[src/rtl/clock_adjust_pkg.sv]
// Shared types and helpers for the time-of-day adjust controller.
//   mode_e      : NORM (normal display) / ADJ (field adjust)
//   next_field  : field-select order, counts down from the LSB field
//                 and wraps to the most significant one
//   cnt_width   : width of a counter that must hold 0..max_val
package clock_adjust_pkg;

   typedef enum logic [0:0] {
      NORM = 1'b0,
      ADJ  = 1'b1
   } mode_e;

   localparam int NFIELD_DEF  = 3;
   localparam int TIMEOUT_DEF = 60;
   localparam int RPT_DLY_DEF = 50;
   localparam int RPT_PER_DEF = 10;

   function automatic int next_field(input int idx, input int nfield);
      return (idx == 0) ? nfield - 1 : idx - 1;
   endfunction

   // At least one bit, so a disabled (zero) limit still gives a legal vector.
   function automatic int cnt_width(input int max_val);
      return (max_val < 1) ? 1 : $clog2(max_val + 1);
   endfunction

endpackage

[src/rtl/clock_adjust_ctrl_if.sv]
// Key-input / field-control bundle between the key debouncers, the adjust
// controller and the clock datapath.
//   tick    : one-cycle timebase enable
//   sig2hz  : blink level
//   mode    : one-cycle pulse, enter/leave adjust
//   select  : one-cycle pulse, next field
//   adjust  : debounced adjust key level
//   down    : 1 = decrement, 0 = increment
//   inc/dec/clr : one-cycle per-field pulses to the field counters
//   on      : per-field display enable (0 blanks the digit)
//   adj_act : high while adjusting
// master drives the keys (key front-end / bench), slave is the controller.
interface clock_adjust_ctrl_if #(
   parameter int NFIELD = 3
);
   logic              tick;
   logic              sig2hz;
   logic              mode;
   logic              select;
   logic              adjust;
   logic              down;
   logic [NFIELD-1:0] inc;
   logic [NFIELD-1:0] dec;
   logic [NFIELD-1:0] clr;
   logic [NFIELD-1:0] on;
   logic              adj_act;

   modport master (
      output tick, sig2hz, mode, select, adjust, down,
      input  inc, dec, clr, on, adj_act
   );

   modport slave (
      input  tick, sig2hz, mode, select, adjust, down,
      output inc, dec, clr, on, adj_act
   );
endinterface

[src/rtl/clock_adjust_ctrl_tick_counter.sv]
// tick_counter: up-counter advanced by i_en, saturating at i_term, with a
// synchronous clear that takes priority over counting.
//   i_clk, i_rst_n : clock, async active-low reset
//   i_clr          : clear to 0
//   i_en           : count enable (normally the TICK pulse)
//   i_term         : terminal / saturation value
//   o_tc           : count equals i_term
module tick_counter #(
   parameter int W = 6
) (
   input  logic         i_clk,
   input  logic         i_rst_n,
   input  logic         i_clr,
   input  logic         i_en,
   input  logic [W-1:0] i_term,
   output logic         o_tc
);

   logic [W-1:0] r_cnt;

   always_ff @(posedge i_clk or negedge i_rst_n) begin
      if (!i_rst_n) begin
         r_cnt <= '0;
      end else if (i_clr) begin
         r_cnt <= '0;
      end else if (i_en && (r_cnt != i_term)) begin
         r_cnt <= r_cnt + W'(1);
      end
   end

   assign o_tc = (r_cnt == i_term);

endmodule

[src/rtl/clock_adjust_ctrl.sv]
// clock_adjust_ctrl: time-of-day adjust controller. MODE enters/leaves
// adjust, SELECT steps through NFIELD fields (0 -> NFIELD-1 -> ... -> 1),
// a rising edge of ADJUST issues one INC/DEC (or CLR for clear-masked
// fields) pulse to the selected field, and the selected digit blinks.
// Inactivity for TIMEOUT ticks returns to normal mode (TIMEOUT=0: never).
// Optional macro AUTO_REPEAT_EN: holding ADJUST repeats INC/DEC after
// RPT_DLY ticks, then every RPT_PER ticks (non-clear fields only).
// Ports:
//   i_clk   : system clock
//   i_rst_n : async active-low reset
//   bus     : clock_adjust_ctrl_if.slave (keys in, field controls out)
module clock_adjust_ctrl
   import clock_adjust_pkg::*;
#(
   parameter int              NFIELD   = NFIELD_DEF,
   parameter logic [NFIELD-1:0] CLR_MASK = NFIELD'(1),
   parameter int              TIMEOUT  = TIMEOUT_DEF,
   parameter int              RPT_DLY  = RPT_DLY_DEF,
   parameter int              RPT_PER  = RPT_PER_DEF
) (
   input  logic                i_clk,
   input  logic                i_rst_n,
   clock_adjust_ctrl_if.slave  bus
);

   // state | meaning
   // NORM  | normal time display, keys other than MODE ignored
   // ADJ   | adjusting field r_idx; selected digit blinks with SIG2HZ

   localparam int IDXW = $clog2(NFIELD);
   localparam int TOW  = cnt_width(TIMEOUT);

   if (NFIELD < 2 || NFIELD > 8 || TIMEOUT < 0 || RPT_DLY < 1 || RPT_PER < 1) begin : g_bad_cfg
      $error("clock_adjust_ctrl: parameter out of range");
   end

   mode_e             r_mode, w_mode_nxt;
   logic [IDXW-1:0]   r_idx, w_idx_nxt;
   logic              r_adj_q;
   logic [NFIELD-1:0] r_inc, r_dec, r_clr;
   logic [NFIELD-1:0] w_inc_nxt, w_dec_nxt, w_clr_nxt;

   logic              w_in_adj;
   logic [NFIELD-1:0] w_sel_onehot;
   logic              w_field_clr;
   logic              w_adj_evt;
   logic              w_rpt_fire;
   logic              w_key;
   logic              w_to_tc;
   logic              w_to_expire;

   assign w_in_adj     = (r_mode == ADJ);
   assign w_sel_onehot = NFIELD'(1) << r_idx;
   assign w_field_clr  = |(CLR_MASK & w_sel_onehot);

   // A press coinciding with MODE/SELECT is dropped; the state change wins.
   assign w_adj_evt = w_in_adj & bus.adjust & ~r_adj_q & ~bus.mode & ~bus.select;
   assign w_key     = bus.mode | bus.select | w_adj_evt | w_rpt_fire;

   // Inactivity timer: held at 0 outside ADJ, restarted by any key activity.
   tick_counter #(.W(TOW)) u_timeout (
      .i_clk   (i_clk),
      .i_rst_n (i_rst_n),
      .i_clr   (~w_in_adj | w_key),
      .i_en    (bus.tick & w_in_adj),
      .i_term  (TOW'(TIMEOUT)),
      .o_tc    (w_to_tc)
   );

   assign w_to_expire = (TIMEOUT != 0) & w_to_tc;

`ifdef AUTO_REPEAT_EN
   localparam int RPT_MAX = (RPT_DLY > RPT_PER) ? RPT_DLY : RPT_PER;
   localparam int RPW     = cnt_width(RPT_MAX);

   logic r_rpt_arm;
   logic r_rpt_per;
   logic w_arm_keep;
   logic w_rpt_run;
   logic w_rpt_tc;

   // Armed only by a press seen inside ADJ, so a key already held when
   // entering adjust never repeats.
   assign w_arm_keep = r_rpt_arm & w_in_adj & bus.adjust & ~bus.mode & ~bus.select;
   assign w_rpt_run  = w_arm_keep & ~w_field_clr;

   // Terminal is one below the interval: the firing TICK is the one that
   // would have stepped past it.
   tick_counter #(.W(RPW)) u_repeat (
      .i_clk   (i_clk),
      .i_rst_n (i_rst_n),
      .i_clr   (~w_rpt_run | w_rpt_fire),
      .i_en    (bus.tick),
      .i_term  (r_rpt_per ? RPW'(RPT_PER - 1) : RPW'(RPT_DLY - 1)),
      .o_tc    (w_rpt_tc)
   );

   assign w_rpt_fire = w_rpt_run & bus.tick & w_rpt_tc;

   always_ff @(posedge i_clk or negedge i_rst_n) begin
      if (!i_rst_n) begin
         r_rpt_arm <= 1'b0;
         r_rpt_per <= 1'b0;
      end else begin
         r_rpt_arm <= w_adj_evt | w_arm_keep;
         r_rpt_per <= w_rpt_run & (r_rpt_per | w_rpt_fire);
      end
   end
`else
   assign w_rpt_fire = 1'b0;
`endif

   always_comb begin
      w_mode_nxt = r_mode;
      w_idx_nxt  = r_idx;
      w_inc_nxt  = '0;
      w_dec_nxt  = '0;
      w_clr_nxt  = '0;

      case (r_mode)
         NORM: begin
            if (bus.mode) begin
               w_mode_nxt = ADJ;
               w_idx_nxt  = '0;
            end
         end
         ADJ: begin
            if (bus.mode) begin
               w_mode_nxt = NORM;
               w_idx_nxt  = '0;
            end else if (bus.select) begin
               w_idx_nxt = IDXW'(next_field(int'(r_idx), NFIELD));
            end else if (w_to_expire && !w_key) begin
               w_mode_nxt = NORM;
               w_idx_nxt  = '0;
            end
         end
      endcase

      if (w_adj_evt || w_rpt_fire) begin
         if (w_field_clr) begin
            w_clr_nxt = w_sel_onehot;
         end else if (bus.down) begin
            w_dec_nxt = w_sel_onehot;
         end else begin
            w_inc_nxt = w_sel_onehot;
         end
      end
   end

   always_ff @(posedge i_clk or negedge i_rst_n) begin
      if (!i_rst_n) begin
         r_mode  <= NORM;
         r_idx   <= '0;
         r_adj_q <= 1'b0;
         r_inc   <= '0;
         r_dec   <= '0;
         r_clr   <= '0;
      end else begin
         r_mode  <= w_mode_nxt;
         r_idx   <= w_idx_nxt;
         r_adj_q <= bus.adjust;
         r_inc   <= w_inc_nxt;
         r_dec   <= w_dec_nxt;
         r_clr   <= w_clr_nxt;
      end
   end

   assign bus.inc     = r_inc;
   assign bus.dec     = r_dec;
   assign bus.clr     = r_clr;
   assign bus.on      = ~(w_sel_onehot & {NFIELD{w_in_adj & bus.sig2hz}});
   assign bus.adj_act = w_in_adj;

endmodule

[src/flat_wrapper.sv]
// flat-port wrapper written by rule: the top's interface ports become plain ports
module clock_adjust_ctrl_flat import clock_adjust_pkg::*;
#(
   parameter int              NFIELD   = NFIELD_DEF,
   parameter logic [NFIELD-1:0] CLR_MASK = NFIELD'(1),
   parameter int              TIMEOUT  = TIMEOUT_DEF,
   parameter int              RPT_DLY  = RPT_DLY_DEF,
   parameter int              RPT_PER  = RPT_PER_DEF
)
  (i_clk, i_rst_n, bus_tick, bus_sig2hz, bus_mode, bus_select, bus_adjust, bus_down, bus_inc, bus_dec, bus_clr, bus_on, bus_adj_act);
  clock_adjust_ctrl_if #(.NFIELD(NFIELD)) bus_i ();
  input  logic i_clk;
  input  logic i_rst_n;
  input wire logic [$bits(bus_i.tick)-1:0] bus_tick;
  input wire logic [$bits(bus_i.sig2hz)-1:0] bus_sig2hz;
  input wire logic [$bits(bus_i.mode)-1:0] bus_mode;
  input wire logic [$bits(bus_i.select)-1:0] bus_select;
  input wire logic [$bits(bus_i.adjust)-1:0] bus_adjust;
  input wire logic [$bits(bus_i.down)-1:0] bus_down;
  output wire logic [$bits(bus_i.inc)-1:0] bus_inc;
  output wire logic [$bits(bus_i.dec)-1:0] bus_dec;
  output wire logic [$bits(bus_i.clr)-1:0] bus_clr;
  output wire logic [$bits(bus_i.on)-1:0] bus_on;
  output wire logic [$bits(bus_i.adj_act)-1:0] bus_adj_act;
  assign bus_i.tick = bus_tick;
  assign bus_i.sig2hz = bus_sig2hz;
  assign bus_i.mode = bus_mode;
  assign bus_i.select = bus_select;
  assign bus_i.adjust = bus_adjust;
  assign bus_i.down = bus_down;
  assign bus_inc = bus_i.inc;
  assign bus_dec = bus_i.dec;
  assign bus_clr = bus_i.clr;
  assign bus_on = bus_i.on;
  assign bus_adj_act = bus_i.adj_act;
  clock_adjust_ctrl #(.NFIELD(NFIELD), .CLR_MASK(CLR_MASK), .TIMEOUT(TIMEOUT), .RPT_DLY(RPT_DLY), .RPT_PER(RPT_PER)) u_core (.i_clk(i_clk), .i_rst_n(i_rst_n), .bus(bus_i));
endmodule
[config.mk]
export PLATFORM = sky130hd
export DESIGN_NAME = clock_adjust_ctrl_flat
export DESIGN_NICKNAME = d
export VERILOG_FILES = /design/src/rtl/clock_adjust_pkg.sv /design/src/rtl/clock_adjust_ctrl_if.sv /design/src/rtl/clock_adjust_ctrl_tick_counter.sv /design/src/rtl/clock_adjust_ctrl.sv /design/src/flat_wrapper.sv
export SDC_FILE = /design/constraint.sdc
export NUM_CORES = 1
export LEC_CHECK = 0
export CORE_UTILIZATION = 48
export DETAILED_ROUTE_END_ITERATION = 10
export PLACE_DENSITY = 0.77
export SETUP_SLACK_MARGIN = 0.4
export SYNTH_ARGS = -nofsm -noshare
export SYNTH_HDL_FRONTEND = slang
export SYNTH_SLANG_ARGS = --single-unit
[constraint.sdc]
create_clock -name i_clk -period 1.5 [get_ports i_clk]
set_input_delay 0.3 -clock i_clk [delete_from_list [all_inputs] [get_ports i_clk]]
set_output_delay 0.3 -clock i_clk [all_outputs]
set_load 0.1 [all_outputs]
==> results.py, run 1 <==
metrics = {
    "yosys": {
        "synthMuxAreaShare": 0.0219,
        "synth_warnings": 0,
        "netlist_instances": 87,
        "synth_largest_area_cell": "dfrtp_1",
        "syn_area_um2": 916,
        "synthTopCellsByArea": "dfrtp_1, ha_1, and3_1, nand3_1, a311oi_2",
        "synth-xor-area-share": 0.00956,
        "synthDistinctLibCells": 32,
        "synth_compound_area_frac": 0.141,
        "synth_common_cells": "dfrtp_1, nand3_1, and3_1, inv_1",
        "synth_most_common_cell": "dfrtp_1",
        "syn_avg_cell_area_um2": 10.5,
        "synth-simple-area-share": 0.231,
        "synth_top_family_by_area": "simple AND/OR/NAND/NOR gates",
        "ys_ff_latch": 17,
        "synth-edff-count": 0,
        "synth_top_area_share": 0.464,
        "synthArstFlopShare": 1.00,
        "synth-main-ff-cell": "dfrtp_1",
        "yosysSeqAreaShare": 0.464,
        "synthAdderAreaFrac": 0.0683,
    },
    "place": {
        "dp_slack_ps": -126,
        "hpwlAfterDp_um": 1520,
        "place_congestion": 0.767,
        "placed_cell_area_mm2": 0.00132,
        "portBuffers": 18,
        "dp_cells": 133,
    },
    "sta": {
        "crit_endpoint": "bus_on[2]",
        "worst-ep-kind": "output port",
    },
    "clocking": {
        "cts_inserted_buffers": 3,
        "cts-root-buf": "clkbuf_4",
        "clock_sink_count": 17,
        "h-tree-depth": 1,
        "hold_buffers": 0,
        "clockBufferDepth": 2,
    },
    "grt": {
        "grt_start_max_net_pins": 18,
        "antenna_found_initial": 0,
    },
    "run_status": {
        "lastStage": "global routing (5_1_grt)",
        "status": "stopped before the end",
        "error_line": "[ERROR DPL-0033] detailed placement checks failed during check placement.",
    },
    "die": {
        "start_util": 0.519,
        "fp.dieH_um": 45.7,
        "num_rows": 15,
        "die_w_um": 45.7,
        "io_pins": 21,
    },
}
-- timing repair --
| action | 4_1_cts |
|---|---|
| setup buffers | 13 |
| pin swaps | 6 |
| endpoints found under the setup margin | 27 |
| gates resized for setup | 24 |
-- cell families after synthesis --
logic type,Yosys count
AOI/OAI and AO/OA,16
xor gates and xnor gates,1
adders and majority gates,5
buffers and inverters,11
DFF,17
muxes,2
other,1
and+or+nand+nor,34
-- through the flow --
step	setup TNS (ps)	utilization
2_1_floorplan	0	-
3_3_place_gp	-687	0.746
3_5_place_dp	-1090	0.746
4_1_cts	-174	0.872
==> run 2: changes to the inputs <==
--- a/config.mk
+++ b/config.mk
@@ -5,10 +5,10 @@
 export SDC_FILE = /design/constraint.sdc
 export NUM_CORES = 1
 export LEC_CHECK = 0
-export CORE_UTILIZATION = 48
+export CORE_AREA = 2 2 63 65
 export DETAILED_ROUTE_END_ITERATION = 10
-export PLACE_DENSITY = 0.77
-export SETUP_SLACK_MARGIN = 0.4
+export DIE_AREA = 0 0 65 67
+export PLACE_DENSITY_LB_ADDON = 0.15
 export SYNTH_ARGS = -nofsm -noshare
 export SYNTH_HDL_FRONTEND = slang
 export SYNTH_SLANG_ARGS = --single-unit
==> run 2 against run 1 <==
Against the previous run:
- the flow now finishes without violations
- synthesized cell count stayed put
- synthesized area is the same
==> results.py, run 2 <==
metrics = {
    "yosys": {
        "synth_largest_area_cell": "dfrtp_1",
        "yosysSeqAreaShare": 0.464,
        "netlist_instances": 87,
        "synth_top_area_share": 0.464,
        "synthTopCellsByArea": "dfrtp_1, ha_1, and3_1, nand3_1, a311oi_2",
        "synth-edff-count": 0,
        "synth-main-ff-cell": "dfrtp_1",
        "ys_ff_latch": 17,
        "synth_most_common_cell": "dfrtp_1",
        "synthArstFlopShare": 1.00,
        "synth_common_cells": "dfrtp_1, nand3_1, and3_1, inv_1",
        "synthDistinctLibCells": 32,
        "syn_area_um2": 916,
        "syn_avg_cell_area_um2": 10.5,
        "synth_warnings": 0,
    },
    "drt": {
        "drt-initial-drc-count": 5,
        "viasPerCell": 4.50,
        "vias": 752,
        "wirelength_um": 1940,
        "routedWlPerCell_um": 11.6,
        "drc": 0,
        "drtPass1Iterations": 4,
        "antenna_left": 0,
    },
    "sta": {
        "fin_skew_ps": 1.20,
        "period_share": 0.992,
        "setup_slack_ps": 11.4,
        "setup_viol": 0,
        "fin_setup_tns_ps": 0,
        "period_needed_ps": 1490,
        "rsz0062_at_grt": "yes",
        "hold_violations": 0,
        "holdWs_ps": 379,
        "clock.fmax_ghz": 0.672,
        "slew_violations": 0,
    },
    "cells_and_area": {
        "num-fill-cells": 350,
        "register_area_um2": 430,
        "largest_register_ffs": 6,
        "final_area_mm2": 0.00148,
        "multi_input_area_um2": 515,
        "top_register": "u_core.u_timeout.r_cnt",
        "mostFrequentLayoutCells": "dfrtp_1, buf_4, buf_12",
        "layout_commonest_cell": "dfrtp_1",
        "post-route-util": 0.411,
        "final_cells": 167,
        "finalNetCount": 133,
        "drive_gt1_frac": 0.378,
        "diodes": 0,
        "syn_to_final_growth_pct": 61.7,
    },
    "clocking": {
        "clock_latency_ps": 250,
        "h-tree-depth": 1,
        "path_clk_slew_ps": 60,
        "cts-root-buf": "clkbuf_8",
        "clock_sink_count": 17,
        "clockBufferDepth": 2,
        "tritoncts": "built",
        "cts_inserted_buffers": 3,
    },
    "die": {
        "fp.dieH_um": 67,
        "io_pins": 21,
        "start_util": 0.254,
        "num_rows": 22,
        "core_mm2": 0.00361,
        "die_area_mm2": 0.00436,
        "die_w_um": 65,
    },
    "grt": {
        "grt_pass1_wl_um": 3380,
        "grt_start_max_net_pins": 18,
        "grt_remaining_overflow": 0,
        "grt_pass1_vias": 725,
        "grt_usage": 0.0989,
        "antenna_found_initial": 0,
    },
    "flow_run": {
        "maxCapViolations": 0,
    },
    "run_status": {
        "status": "completed",
    },
    "place": {
        "portBuffers": 18,
        "hpwlAfterDp_um": 1510,
        "place_congestion": 0.744,
        "placed_cell_area_mm2": 0.00132,
        "dp_cells": 157,
        "dp_slack_ps": -185,
    },
    "setup_path": {
        "critical_path_class": "register to output port",
        "worstSetupStartpointType": "register",
        "arrival_ps": 1190,
        "required_ps": 1200,
        "endpoint_kind": "output port",
        "crit_fanout": 2,
        "reg2reg_depth": 4,
    },
    "power_and_ir_drop": {
        "leakagePower_nw": 0.665,
        "ir_worst_vdd_mv": 0.928,
        "power.total_mw": 1.74,
        "p_per_area_mw_per_mm2": 1170,
    },
    "worst_hold_path": {
        "hold_path.class": "primary input to asynchronous set/reset pin",
    },
}
[run 2: cell counts after synthesis]
Identical to the previous run, type by type.
[run 2: cell families after synthesis]
kind of cell / share of synthesized area
AOI/OAI and AO/OA: 0.141
xor gates and xnor gates: 0.00956
adders and majority gates: 0.0683
buffers and inverters: 0.0601
DFF: 0.464
muxes: 0.0219
other: 0.00409
and+or+nand+nor: 0.231
[run 2: critical path, cell delays in order, from the launching register on]
cell and delay, ps:
dfrtp_1 400, buf_6 130, ha_4 160, nand3_4 80
buf_12 170
[run 2: path summary, 6_finish.rpt]
kind | from | to | slack (ps)
worst max-delay path | u_core.r_idx[1] | bus_on[2] | 10
worst min-delay path | i_rst_n | u_core.bus.dec[2] | 380
worst max register to register | u_core.bus.adj_act | u_core.r_idx[0] | 130
worst min register to register | u_core.u_timeout.r_cnt[3] | u_core.u_timeout.r_cnt[3] | 530
max in group asynchronous | i_rst_n | u_core.bus.adj_act | 910
min in group i_clk | u_core.u_timeout.r_cnt[3] | u_core.u_timeout.r_cnt[3] | 530
[run 2: cell type report]
cell class / instances / area share
Multi-Input combinational cell: 60 / 0.348
Sequential cell: 17 / 0.291
Timing Repair Buffer: 32 / 0.273
Tap cell: 48 / 0.0405
Clock buffer: 3 / 0.0279
Inverter: 6 / 0.0169
Clock inverter: 1 / 0.00338
[run 2: power breakdown]
| group | internal (mW) | leakage, nW | switching, mW | total, mW |
|---|---|---|---|---|
| combinational | 0.362 | 0.410 | 0.518 | 0.881 |
| sequential | 0.501 | 0.229 | 0.0259 | 0.527 |
| clock | 0.184 | 0.0255 | 0.147 | 0.331 |
| total | 1.05 | 0.665 | 0.691 | 1.74 |
[run 2: repair_timing]
action | CTS | global route
setup endpoints to repair | 3 | 7
gates cloned | 0 | 0
buffers inserted | 5 | 1
resized for setup | 12 | 4
hold buffers | 0 | 0
pin swaps | 1 | 1
[run 2: routing by layer]
metal  GRT usage  routed length [um]
met1       0.137                 932
met4      0.0319                  29
met2       0.153                 921
met3      0.0203                  58
met5           0                   0
Note: power is estimated with default switching activity, not from simulation.
